==> src/rtl/bcd_pkg.sv <==
// Shared state encoding, BCD constants and a digit-validity helper for the
// digit-serial BCD subtractor.
package bcd_pkg;

  typedef enum logic [1:0] {
    S_IDLE = 2'd0,
    S_SUB  = 2'd1,
    S_FIX  = 2'd2,
    S_DONE = 2'd3
  } state_e;

  localparam logic [3:0] BCD_MAX   = 4'd9;
  localparam logic [4:0] BCD_RADIX = 5'd10;

  function automatic logic bcd_valid(input logic [3:0] d);
    return (d <= BCD_MAX);
  endfunction

endpackage

==> src/rtl/BCD_to_9Comp.sv <==
// Nine's complement of one BCD digit; e_o flags a non-decimal input code.
module BCD_to_9Comp
  import bcd_pkg::*;
(
  input  logic [3:0] bcd_i,
  output logic [3:0] comp_o,
  output logic       e_o
);

  assign comp_o = BCD_MAX - bcd_i;
  assign e_o    = (bcd_i > BCD_MAX);

endmodule

==> src/rtl/bcd_digit_add.sv <==
// One BCD digit adder with carry: x + y + cin, folded back into 0..9 with
// a decimal carry out.
module bcd_digit_add
  import bcd_pkg::*;
(
  input  logic [3:0] x_i,
  input  logic [3:0] y_i,
  input  logic       cin_i,
  output logic [3:0] digit_o,
  output logic       cout_o
);

  logic [4:0] sum_s;

  always_comb begin
    sum_s = {1'b0, x_i} + {1'b0, y_i} + {4'b0000, cin_i};
    if (sum_s >= BCD_RADIX) begin
      digit_o = 4'(sum_s - BCD_RADIX);
      cout_o  = 1'b1;
    end else begin
      digit_o = sum_s[3:0];
      cout_o  = 1'b0;
    end
  end

endmodule

==> src/rtl/bcd_sub_seq.sv <==
// Digit-serial |a - b| over DIGITS BCD digits: a subtract pass via nine's
// complement, then a recomplement pass only when the result went negative.
module bcd_sub_seq
  import bcd_pkg::*;
#(
  parameter int DIGITS = 4
) (
  input  logic                  clk,
  input  logic                  rst,
  input  logic                  start,
  input  logic [4*DIGITS-1:0]   a,
  input  logic [4*DIGITS-1:0]   b,
  output logic                  busy,
  output logic                  done,
  output logic [4*DIGITS-1:0]   diff,
  output logic                  neg,
  output logic                  err
);

  localparam int              IDX_W    = (DIGITS > 1) ? $clog2(DIGITS) : 1;
  localparam logic [IDX_W-1:0] LAST_IDX = IDX_W'(DIGITS - 1);
  localparam logic [IDX_W-1:0] IDX_ONE  = IDX_W'(1);

  state_e                state_q, state_d;
  logic [IDX_W-1:0]      idx_q, idx_d;
  logic                  cy_q, cy_d;
  logic [4*DIGITS-1:0]   a_q, a_d;
  logic [4*DIGITS-1:0]   b_q, b_d;
  logic [4*DIGITS-1:0]   diff_q, diff_d;
  logic                  neg_q, neg_d;
  logic                  err_q, err_d;

  logic                  bad_digit_s;
  logic [3:0]            conv_in_s;
  logic [3:0]            conv_out_s;
  logic                  conv_e_s;
  logic [3:0]            add_x_s;
  logic [3:0]            add_y_s;
  logic [3:0]            add_digit_s;
  logic                  add_cout_s;

  // The converter is shared: b digits while subtracting, result digits while fixing.
  always_comb begin
    conv_in_s = 4'd0;
    case (state_q)
      S_SUB:   conv_in_s = b_q[{idx_q, 2'b00} +: 4];
      S_FIX:   conv_in_s = diff_q[{idx_q, 2'b00} +: 4];
      default: conv_in_s = 4'd0;
    endcase
  end

  BCD_to_9Comp u_comp (
    .bcd_i  (conv_in_s),
    .comp_o (conv_out_s),
    .e_o    (conv_e_s)
  );

  assign add_x_s = (state_q == S_SUB) ? a_q[{idx_q, 2'b00} +: 4] : conv_out_s;
  assign add_y_s = (state_q == S_SUB) ? conv_out_s : 4'd0;

  bcd_digit_add u_add (
    .x_i     (add_x_s),
    .y_i     (add_y_s),
    .cin_i   (cy_q),
    .digit_o (add_digit_s),
    .cout_o  (add_cout_s)
  );

  always_comb begin
    bad_digit_s = 1'b0;
    for (int i = 0; i < DIGITS; i++) begin
      if (!bcd_valid(a[4*i +: 4]) || !bcd_valid(b[4*i +: 4])) begin
        bad_digit_s = 1'b1;
      end else begin
        bad_digit_s = bad_digit_s;
      end
    end
  end

  always_comb begin
    state_d = state_q;
    idx_d   = idx_q;
    cy_d    = cy_q;
    a_d     = a_q;
    b_d     = b_q;
    diff_d  = diff_q;
    neg_d   = neg_q;
    err_d   = err_q;
    case (state_q)
      S_IDLE: begin
        if (start) begin
          a_d   = a;
          b_d   = b;
          neg_d = 1'b0;
          if (bad_digit_s) begin
            err_d   = 1'b1;
            diff_d  = '0;
            state_d = S_DONE;
          end else begin
            err_d   = 1'b0;
            idx_d   = '0;
            cy_d    = 1'b1;
            state_d = S_SUB;
          end
        end else begin
          state_d = S_IDLE;
        end
      end
      S_SUB: begin
        diff_d[{idx_q, 2'b00} +: 4] = add_digit_s;
        cy_d  = add_cout_s;
        idx_d = idx_q + IDX_ONE;
        if (idx_q == LAST_IDX) begin
          // A final carry means a >= b; no carry leaves the 10's complement of b - a.
          if (add_cout_s) begin
            neg_d   = 1'b0;
            state_d = S_DONE;
          end else begin
            neg_d   = 1'b1;
            idx_d   = '0;
            cy_d    = 1'b1;
            state_d = S_FIX;
          end
        end else begin
          state_d = S_SUB;
        end
      end
      S_FIX: begin
        diff_d[{idx_q, 2'b00} +: 4] = add_digit_s;
        cy_d  = add_cout_s;
        idx_d = idx_q + IDX_ONE;
        if (idx_q == LAST_IDX) begin
          state_d = S_DONE;
        end else begin
          state_d = S_FIX;
        end
      end
      S_DONE: begin
        state_d = S_IDLE;
      end
      default: begin
        state_d = S_IDLE;
      end
    endcase
  end

  // State, datapath and result registers.
  always_ff @(posedge clk or posedge rst) begin
    if (rst) begin
      state_q <= S_IDLE;
      idx_q   <= '0;
      cy_q    <= 1'b0;
      a_q     <= '0;
      b_q     <= '0;
      diff_q  <= '0;
      neg_q   <= 1'b0;
      err_q   <= 1'b0;
    end else begin
      state_q <= state_d;
      idx_q   <= idx_d;
      cy_q    <= cy_d;
      a_q     <= a_d;
      b_q     <= b_d;
      diff_q  <= diff_d;
      neg_q   <= neg_d;
      err_q   <= err_d;
    end
  end

  assign busy = (state_q == S_SUB) || (state_q == S_FIX);
  assign done = (state_q == S_DONE);
  assign diff = diff_q;
  assign neg  = neg_q;
  assign err  = err_q;

endmodule

==> config.mk <==
export PLATFORM = sky130hd
export DESIGN_NAME = bcd_sub_seq
export DESIGN_NICKNAME = d
export VERILOG_FILES = /design/src/rtl/bcd_pkg.sv /design/src/rtl/BCD_to_9Comp.sv /design/src/rtl/bcd_digit_add.sv /design/src/rtl/bcd_sub_seq.sv
export SDC_FILE = /design/constraint.sdc
export NUM_CORES = 1
export LEC_CHECK = 0
export CORE_ASPECT_RATIO = 1.1
export CORE_MARGIN = 5
export CORE_UTILIZATION = 55
export CTS_CLUSTER_DIAMETER = 50
export CTS_CLUSTER_SIZE = 20
export DETAILED_ROUTE_END_ITERATION = 7
export PLACE_DENSITY = 0.81
export SLEW_MARGIN = 15
export SYNTH_ARGS = -nofsm -noshare
export SYNTH_HDL_FRONTEND = slang
export SYNTH_HIERARCHICAL = 1
export SYNTH_SLANG_ARGS = --single-unit
==> constraint.sdc <==
create_clock -name clk -period 8.5 [get_ports clk]
set_input_delay 1.275 -clock clk [delete_from_list [all_inputs] [get_ports clk]]
set_output_delay 1.275 -clock clk [all_outputs]
set_load 0.03 [all_outputs]
==> impl_metrics.ini <==
[global_route]
grt_pass1_vias = 2666
grt-busiest-layer = met2
use_met1_pct = 30.2
grt_use_met3_pct = 4.40
grtUsageMet2_pct = 36.2
antenna_found_initial = 0
grt_max_degree = 56
grt_usage_pct = 22.4
overflow = 0
grt_pass1_wl_mm = 13.9

[setup_path]
end_kind = register
r2r-start = idx_q[0]
cp.required_ps = 8710
r2r_slack_ps = 3740
crit_fanout = 20
worstSetupPathType = register to register
worstRegToRegCells = 16
critPathLaunchType = register
worstPathArrival_ps = 4970
r2r-end = diff[9]

[routing]
totalWireLength_mm = 7.97
ant_nets = 0
dr.pass1.iters = 4
drc_errors = 0
wl_per_cell_microns = 19.2
vias_per_cell = 5.96
drt_iter0_drc = 184
dr_total_vias = 2475

[power_and_ir_drop]
swShare_pct = 45.8
peakVddDrop_mv = 0.241
power_frac_comb_pct = 68.4
p_int_mw = 1.02
sequentialPowerShare_pct = 23.5
p_switching_mw = 0.860
powerDensity_nw_per_um2 = 466
p_leak_nw = 1.66
pwr-share-clk_pct = 8.1

[min_path]
min_from = err
holdPathEnd = err
min_path_cells = 2
hp-class = register to register

[placed_design]
dp.cells = 407
hpwlAfterDp_mm = 5.95
portBuffers = 54
gp_congestion = 0.846

[die]
core_sq_um = 6080
core.rowCount = 30
die_h_microns = 92.1
die_area_sq_um = 7790
io_pins = 55
die_w_microns = 84.6
start_util_pct = 55.4

[sta]
tns_ps = 0
fmax_ghz = 0.210
hold_viol = 0
rsz0062_at_grt = no
relSlewSlack_pct = 30.6
setup_viol = 0
slew_violations = 0
finalCritPeriodShare_pct = 56.0
worst_pin_slew_ps = 1040
fin_crit_ps = 4760
skew_ps = 4.16

[finish]
final_nets = 385
drive_above_1_share_pct = 23.9
area_growth_syn_to_layout_pct = 19.9
diodes = 0
fin_cells = 415
fill_cells = 502
finish.utilization_pct = 66.4

[clock_tree]
post-cts-setup-buffers = 0
cts_root_buffer = clkbuf_8
post_cts_resized = 0
ctsHoldBuffers = 0
clk_pin_slew_worst_paths_ps = 100
cts_tree = yes
cts_max_level = 2
numCtsBuffers = 5
clock_latency_ps = 310
cts_buffer_depth = 2
cts_sinks = 55

[synthesis]
synth_nets = 335
netlist_instances = 284
syn_area_per_cell_sq_um = 11.9
synthesis.area_sq_um = 3370
yosys_warnings = 6

[job]
drv_cap = 0

[outcome]
outcome = finished clean
-- area by class of cell --
type                       count  area (sq um)  share of cell area [%]
timing repair buffer          55           548                    13.6
multi-input combinational    197          1850                    45.7
clock inverter                 3          23.8                   0.589
clock buffer                   5          68.8                    1.70
tap                           80           100                    2.48
sequential                    55          1380                    34.1
inverter                      20          75.1                    1.86
-- through the flow --
step                area, sq um  power (mW)  hold slack [ps]  worst slack (ps)
CTS                        4040        1.88              498              3760
floorplan                  3370        1.44              474              4430
detailed placement         3950        1.72              475              3780
global placement           3950        1.67              464              3900
finish                     4040        1.88              490              3740
global route               4040        2.03              534              3380
-- how the worst max path moves through the flow --
stage | start | to | slack [ps] | depth (start not counted)
finish | idx_q[0] | diff[9] | 3740 | 16
global route | idx_q[0] | idx_q[0] | 3380 | 17
CTS | idx_q[0] | diff[9] | 3760 | 16
detailed placement | idx_q[0] | diff[5] | 3780 | 16
global placement | idx_q[0] | diff[9] | 3900 | 16
floorplan | state_q[0] | diff[13] | 4430 | 19
-- registers in the layout (all words and copies together) (netlist names) --
| name | flops |
|---|---|
| diff | 16 |
| b_q | 16 |
| neg | 1 |
| idx_q | 2 |
| err | 1 |
| a_q | 16 |
| state_q | 2 |
| cy_q | 1 |
-- critical path, stage by stage, from the launching register on --
cell and delay, ps:
dfrtp_1 1050, mux4_2 600, nand2_1 80, a21boi_1 70, inv_1 60, mux2_2 140, inv_1 50, fa_1 460
fa_1 440, xor2_2 210, ha_1 280, inv_1 90, a31oi_2 230, o311ai_4 140, xnor2_1 220, and2_1 200
a221o_1 320
-- power groups by stage --
stage	logic, mW	clock network (mW)	registers (mW)
after floorplan	1.02	0	0.421
after global placement	1.22	0	0.443
after detailed placement	1.27	0	0.449
after CTS	1.28	0.156	0.443
after global routing	1.40	0.168	0.458
final	1.29	0.151	0.442
-- per-layer routing --
metal	routed length (microns)	up-vias
met3	507	8
li1	-	1140
met5	0	-
met2	3990	95
met4	99	0
met1	3370	1232
-- cells in the final DEF (no fill, tap or decap), types with 8 or more instances in the layout --
cell and instances:
and2_1 8, a221o_1 12, dfrtp_1 55, a21oi_1 8, mux2_2 36, clkdlybuf4s50_1 54
inv_1 19, nor2_1 19, mux4_2 12, ha_1 14, nand2_1 20
No activity file was read; power rests on OpenSTA's default activity.
